[config.mk]
export PLATFORM = sky130hd
export DESIGN_NAME = simd_accum_dsp
export DESIGN_NICKNAME = d
export VERILOG_FILES = /design/src/rtl/simd_accum_dsp.sv
export SDC_FILE = /design/constraint.sdc
export NUM_CORES = 1
export LEC_CHECK = 0
export BUFFER_PORTS_ARGS = -buffer_cell sky130_fd_sc_hd__clkbuf_2
export CORE_MARGIN = 1
export CORE_UTILIZATION = 25
export CTS_BUF_LIST = sky130_fd_sc_hd__clkbuf_2
export CTS_CLUSTER_DIAMETER = 120
export DETAILED_ROUTE_END_ITERATION = 16
export PLACE_DENSITY = 0.54
export SYNTH_ARGS = -nofsm -noshare
export SYNTH_HDL_FRONTEND = slang
export SYNTH_SLANG_ARGS = --single-unit
[constraint.sdc]
create_clock -name clk_i -period 9.2 [get_ports clk_i]
set_input_delay 2.76 -clock clk_i [delete_from_list [all_inputs] [get_ports clk_i]]
set_output_delay 2.76 -clock clk_i [all_outputs]
set_load 0.05 [all_outputs]
[src/rtl/simd_accum_dsp.sv]
// SIMD frame accumulator: a 48-bit word is split into NLANE independent lanes.
// Each lane sums ACC_LEN valid samples and reports overflow, with optional saturation.
module simd_accum_dsp #(
  parameter int unsigned NLANE    = 2,
  parameter int unsigned ACC_LEN  = 4,
  parameter bit          SIGNED   = 1'b1,
  parameter bit          SATURATE = 1'b0
) (
  input  logic             clk_i,
  input  logic             rstn_i,
  input  logic             clear_i,
  input  logic             in_valid_i,
  input  logic [47:0]      in_data_i,
  output logic             out_valid_o,
  output logic [47:0]      out_data_o,
  output logic [NLANE-1:0] ovf_o,
  output logic             busy_o
);

  localparam int unsigned LW = 48 / NLANE;
  localparam int unsigned CW = (ACC_LEN > 1) ? $clog2(ACC_LEN) : 1;
  localparam logic [CW-1:0] LAST = CW'(ACC_LEN - 1);

  if (!(NLANE == 1 || NLANE == 2 || NLANE == 4)) begin : g_bad_nlane
    $error("simd_accum_dsp: NLANE must be 1, 2 or 4");
  end
  if (ACC_LEN < 1) begin : g_bad_acc_len
    $error("simd_accum_dsp: ACC_LEN must be >= 1");
  end

  logic [CW-1:0]    cnt_q, cnt_d;
  logic [47:0]      acc_q, acc_d;
  logic [NLANE-1:0] sticky_q, sticky_d;
  logic             out_valid_q, out_valid_d;
  logic [47:0]      out_data_q, out_data_d;
  logic [NLANE-1:0] ovf_q, ovf_d;

  logic [47:0]      sum_sat;
  logic [NLANE-1:0] lane_ovf;
  logic             first;
  logic             last;

  assign first = (cnt_q == '0);
  assign last  = (cnt_q == LAST);

  // The first sample of a frame adds to zero, so load and accumulate share one adder.
  always_comb begin
    logic [LW-1:0] a;
    logic [LW-1:0] b;
    logic [LW:0]   s;
    sum_sat  = '0;
    lane_ovf = '0;
    a        = '0;
    b        = '0;
    s        = '0;
    for (int unsigned k = 0; k < NLANE; k++) begin
      a = first ? '0 : acc_q[k*LW +: LW];
      b = in_data_i[k*LW +: LW];
      s = {1'b0, a} + {1'b0, b};
      if (SIGNED) begin
        lane_ovf[k] = (a[LW-1] == b[LW-1]) && (s[LW-1] != a[LW-1]);
      end else begin
        lane_ovf[k] = s[LW];
      end
      if (SATURATE && lane_ovf[k]) begin
        if (SIGNED && a[LW-1]) begin
          sum_sat[k*LW +: LW] = {1'b1, {(LW-1){1'b0}}};
        end else if (SIGNED) begin
          sum_sat[k*LW +: LW] = {1'b0, {(LW-1){1'b1}}};
        end else begin
          sum_sat[k*LW +: LW] = '1;
        end
      end else begin
        sum_sat[k*LW +: LW] = s[LW-1:0];
      end
    end
  end

  always_comb begin
    cnt_d       = cnt_q;
    acc_d       = acc_q;
    sticky_d    = sticky_q;
    out_valid_d = 1'b0;
    out_data_d  = out_data_q;
    ovf_d       = ovf_q;
    if (clear_i) begin
      cnt_d    = '0;
      sticky_d = '0;
    end else if (in_valid_i) begin
      acc_d    = sum_sat;
      sticky_d = first ? lane_ovf : (sticky_q | lane_ovf);
      if (last) begin
        cnt_d       = '0;
        out_valid_d = 1'b1;
        out_data_d  = sum_sat;
        ovf_d       = sticky_d;
      end else begin
        cnt_d = cnt_q + 1'b1;
      end
    end
  end

  always_ff @(posedge clk_i or negedge rstn_i) begin
    if (!rstn_i) begin
      cnt_q       <= '0;
      acc_q       <= '0;
      sticky_q    <= '0;
      out_valid_q <= 1'b0;
      out_data_q  <= '0;
      ovf_q       <= '0;
    end else begin
      cnt_q       <= cnt_d;
      acc_q       <= acc_d;
      sticky_q    <= sticky_d;
      out_valid_q <= out_valid_d;
      out_data_q  <= out_data_d;
      ovf_q       <= ovf_d;
    end
  end

  assign out_valid_o = out_valid_q;
  assign out_data_o  = out_data_q;
  assign ovf_o       = ovf_q;
  assign busy_o      = (cnt_q != '0);

endmodule

# [Word level (Yosys, flattened, before mapping)]
# Cells that the tools add are included.
[op_classes] add_sub_neg=3 n_mul=0 div=0 order_cmp=0 eq_ne=5 shifts=0 mux=11 bitwise_logic=2 reduce_logical=7
[op_table] cell="adder 24 bit" n=2
[op_table] cell="2-to-1 mux 24 bit" n=2
[op_table] cell="2-to-1 mux 2 bit" n=6
[op_table] cell="nonzero test 2 bit" n=2
[op_table] cell="2-to-1 mux 1 bit" n=3
[op_table] cell="AND reduction 3 bit" n=1
[op_table] cell="adder 2 x 1 -> 2 bit, second input constant" n=1
[op_table] cell="== test 1 bit" n=2
[op_table] cell="== test 2 bit, second input constant" n=1
[op_table] cell="logical AND 1 bit" n=2
[op_table] cell="logical NOT 2 bit" n=1
[op_table] cell="inequality test 1 bit" n=2
[op_table] cell="OR 2 bit" n=1
[op_table] cell="AND reduction 2 bit" n=1
[op_table] cell="inverter 1 bit" n=1
[totals] reg_bits=103 latchBits=0 mem_bits_rw=0 mem_bits_ro=0 in_bits=52 out_inout_bits=52 elab_cells=34 memories=0

# [Logic depth before layout (Yosys ltp)]
[logic_depth] word_depth=9 mapped_depth=15

# [Least setup slack after synthesis]
# OpenSTA, ideal clock, no wires.
[synth_path] path_type="input -> register" from="input in_data_i[3]" to="register acc_q[23]" setup_ns=0.077 arrival_time_ns=4.797 slack_ns=4.326 cell_stages=9 n_path_buf=0 cell_sequence="ha_1 o21ai_1 or3_4 a31oi_4 a32oi_1 a41oi_2 xor2_2 mux2_1 a21oi_1"
[synth_between] elab_chain_cells=1
[synth_rtl] element="from (decl)" line="13" source="input logic [47:0] in_data_i,"
[synth_rtl] element="adder 24 bit" line="59" source="s = {1'b0, a} + {1'b0, b};"
[synth_rtl] element="to (signal assigned)" line="106" source="acc_q <= '0;"
[synth_rtl] element="to (signal assigned)" line="113" source="acc_q <= acc_d;"
[synth_rtl] element="to (decl)" line="32" source="logic [47:0] acc_q, acc_d;"
# No other way between the ends.
# A chain may end at the register's enable or synchronous reset.

# [Worst setup path after layout]
[layout_path] from="input in_data_i[0]" to="register acc_q[20]"
# The elaborated chain is that of the path after synthesis.

==> metrics.md <==
| Metric | Value |
|---|---|
| Status | `complete, no violations` |
| Yosys top cell area share | `0.396` |
| RePlAce Congestion | `0.764` |
| DIE WIDTH | `163 µm` |
| Worst-Skew Late Latency | `0.61 ns` |
| Fin crit share | `0.514` |
| Final Skew | `0.0253 ns` |
| Area Growth Syn to Fin | `14.9%` |
| GRT Total Usage | `0.128` |
| Top FF cell, synth | `dfrtp_1` |
| Async SR Flop Fraction | `1.00` |
| YS warnings | `0` |
| Setup Buffers After CTS | `0` |
| Final setup vio count | `0` |
| Setup_tns | `0 ns` |
| Post-route DRC | `0` |
| WP data arrival | `5.23 ns` |
| Cell Pwr Density | `208 mW/mm²` |
| Rows | `58` |
| Nets | `934` |
| Register area share after synthesis | `0.396` |
| VDD IR-drop max | `0.0802 mV` |
| FF-to-FF path depth | `14` |
| Initial Utilization | `0.257` |
| CTS tree | `yes` |
| Sink count of the clock tree | `103` |
| Dpl cells | `1151` |
| RSZ-0062 raised after global routing | `no` |
| Number of synthesized flops with an enable pin | `0` |
| Critical path type | `in2reg` |
| First-pass GRT wire length | `26600 µm` |
| Cells after Synth | `746` |
| Clk buf depth | `2` |
| Slew margin rel. | `0.327` |
| Detail Route Antenna Nets | `0` |
| DP HPWL | `11900 µm` |
| Synthesized area per cell | `8.72 µm²` |
| Max Cap Violations | `0` |
| Hold Violations, Final | `0` |
| Max Freq | `211 MHz` |
| Cts hold-fix bufs | `0` |
| Synth Register Bits | `103` |
| Crit Path Max Fanout | `3` |
| Critical Path RT | `9.70 ns` |
| RR Endpoint | `acc_q[20]` |
| CP endpoint kind | `flip-flop` |
| Number of global-route vias before repair | `5258` |
| Total number of vias | `5375` |
| Core area | `0.0253 mm²` |
| Ratio of cells with drive above 1 in the final layout | `0.167` |
| WL per Instance | `14.1 µm` |
| H-tree levels | `3` |
| Synth area leaders | `dfrtp_1 40%, ha_1 9.2%, o21ai_0 7.9%, nand2_1 7.9%, nor2b_1 5.0%` |
| CTS Buf Count | `9` |
| Initial antenna violation count | `1` |
| Design Power | `1560 µW` |
| Hold worst-path end | `acc_q[16]` |
| Largest net degree at the start of global routing | `75` |
| RR Startpoint | `cnt_q[0]` |
| Synth Net Count | `848` |
| DRT iter0 DRCs | `165` |
| Hold crit path type | `reg2reg` |
| Commonest non-fill, non-tap cells in the layout | `135 x nand2_1, 111 x clkbuf_2, 103 x o21ai_0, 103 x dfrtp_1, 52 x nor2b_1` |
| Commonest non-fill, non-tap cell in the layout | `nand2_1` |
| Drt pass-1 iters | `4` |
| Hold Crit Depth | `2` |
| Routed wire length | `16400 µm` |
| PortBufs | `103` |
| DIE AREA | `0.0267 mm²` |
| Leak pwr | `0.00361 µW` |
| Fillcell total | `2764` |
| Aggregate global routing overflow | `0` |
| R2R Setup Slk | `5.36 ns` |
| Vias per std cell | `4.59` |
| Minimum clock period | `4.73 ns` |
| Unique cell type count in the Yosys netlist | `58` |
| Resized Gates After CTS | `0` |
| HP Start | `acc_q[16]` |
| Clk root buf | `clkbuf_2` |
| Crit start category | `input port` |
| Worst-path clk slew | `0.29 ns` |
| Worst slew pin tran | `1.01 ns` |
| Die Ht | `163 µm` |
| # IOs | `104` |
| Non-Filler Instances | `1170` |
| Slew Limit Fails | `0` |
| Post-Syn Area | `0.00650 mm²` |
| Area leader, netlist | `dfrtp_1` |
[worst max-delay path by stage]
stage                        from   endpoint  slack [ns]
finish               in_data_i[0]  acc_q[20]        4.47
global route        in_data_i[24]  acc_q[46]        4.41
CTS                      cnt_q[0]     busy_o        4.57
detailed placement  in_data_i[24]  acc_q[46]        3.81
global placement    in_data_i[24]  acc_q[46]        3.83
floorplan            in_data_i[3]  acc_q[23]        4.33
[area by class of cell]
class	instances	area, µm²	area share
multi-input cells	595	3760	0.503
flip-flops and latches	103	2580	0.345
clock inverters	7	57.6	0.00771
clock buffers	9	45.0	0.00603
well taps	330	413	0.0553
diodes	3	7.51	0.00101
repair buffers	108	556	0.0744
inverters	15	56.3	0.00754
[critical path, cell delays in order]
cell and delay (ns):
clkbuf_2 0.09, ha_1 0.23, fa_1 0.41, a21o_1 0.19, nand4_1 0.12, a21boi_0 0.13, o31a_1 0.33, o21ai_0 0.47
a311oi_1 0.20, xnor2_1 0.20, o21ai_0 0.10
[synthesized netlist by cell type (all sizes together), types with 6 or more instances]
master / count
nand2: 136
xor2: 19
nand3: 12
o21bai: 7
nand2b: 8
ha: 48
a21oi: 45
inv: 14
a21o: 22
clkbuf: 28
nor2: 30
nor2b: 52
nor3: 11
o21ai: 107
dfrtp: 103
a211oi: 6
nand4: 7
xnor2: 22
[flip-flops by register name, summed over array words and instances (netlist names)]
signal / flops
acc_q: 48
sticky_q: 2
ovf_o: 2
out_valid_o: 1
cnt_q: 2
out_data_o: 48
[metal layers]
metal  GRT usage  vias up  routed length (µm)
li1            -     2781                   -
met1       0.166     2478                7980
met2       0.209      100                7470
met3      0.0317       16                 756
met4      0.0365        0                 236
met5           0        -                   0
[where the power goes]
group          switching, µW  total, µW  internal [µW]
clock                    172        210           38.0
combinational            487        723            236
sequential              57.7        622            565
[kinds of logic after synthesis]
logic type,count (synthesis),synth area share
AO/OA/AOI/OAI,218,0.202
flip-flops,103,0.396
AND/OR/NAND/NOR,278,0.204
multiplexers,7,0.0112
buffers and inverters,48,0.0279
adder cells (fa/ha/maj),50,0.0985
XOR/XNOR,42,0.0598
[metrics by stage]
stage / hold WS, ns / util / setup slack, ns / cell area, µm²
after floorplan: 0.438 / - / 4.33 / 6500
after global placement: 0.449 / 0.291 / 3.83 / 7360
after detailed placement: 0.462 / 0.291 / 3.81 / 7360
after CTS: 0.519 / 0.295 / 4.57 / 7460
after global routing: 0.540 / 0.295 / 4.41 / 7470
final: 0.513 / 0.295 / 4.47 / 7470
(Power assumes the default switching activity.)
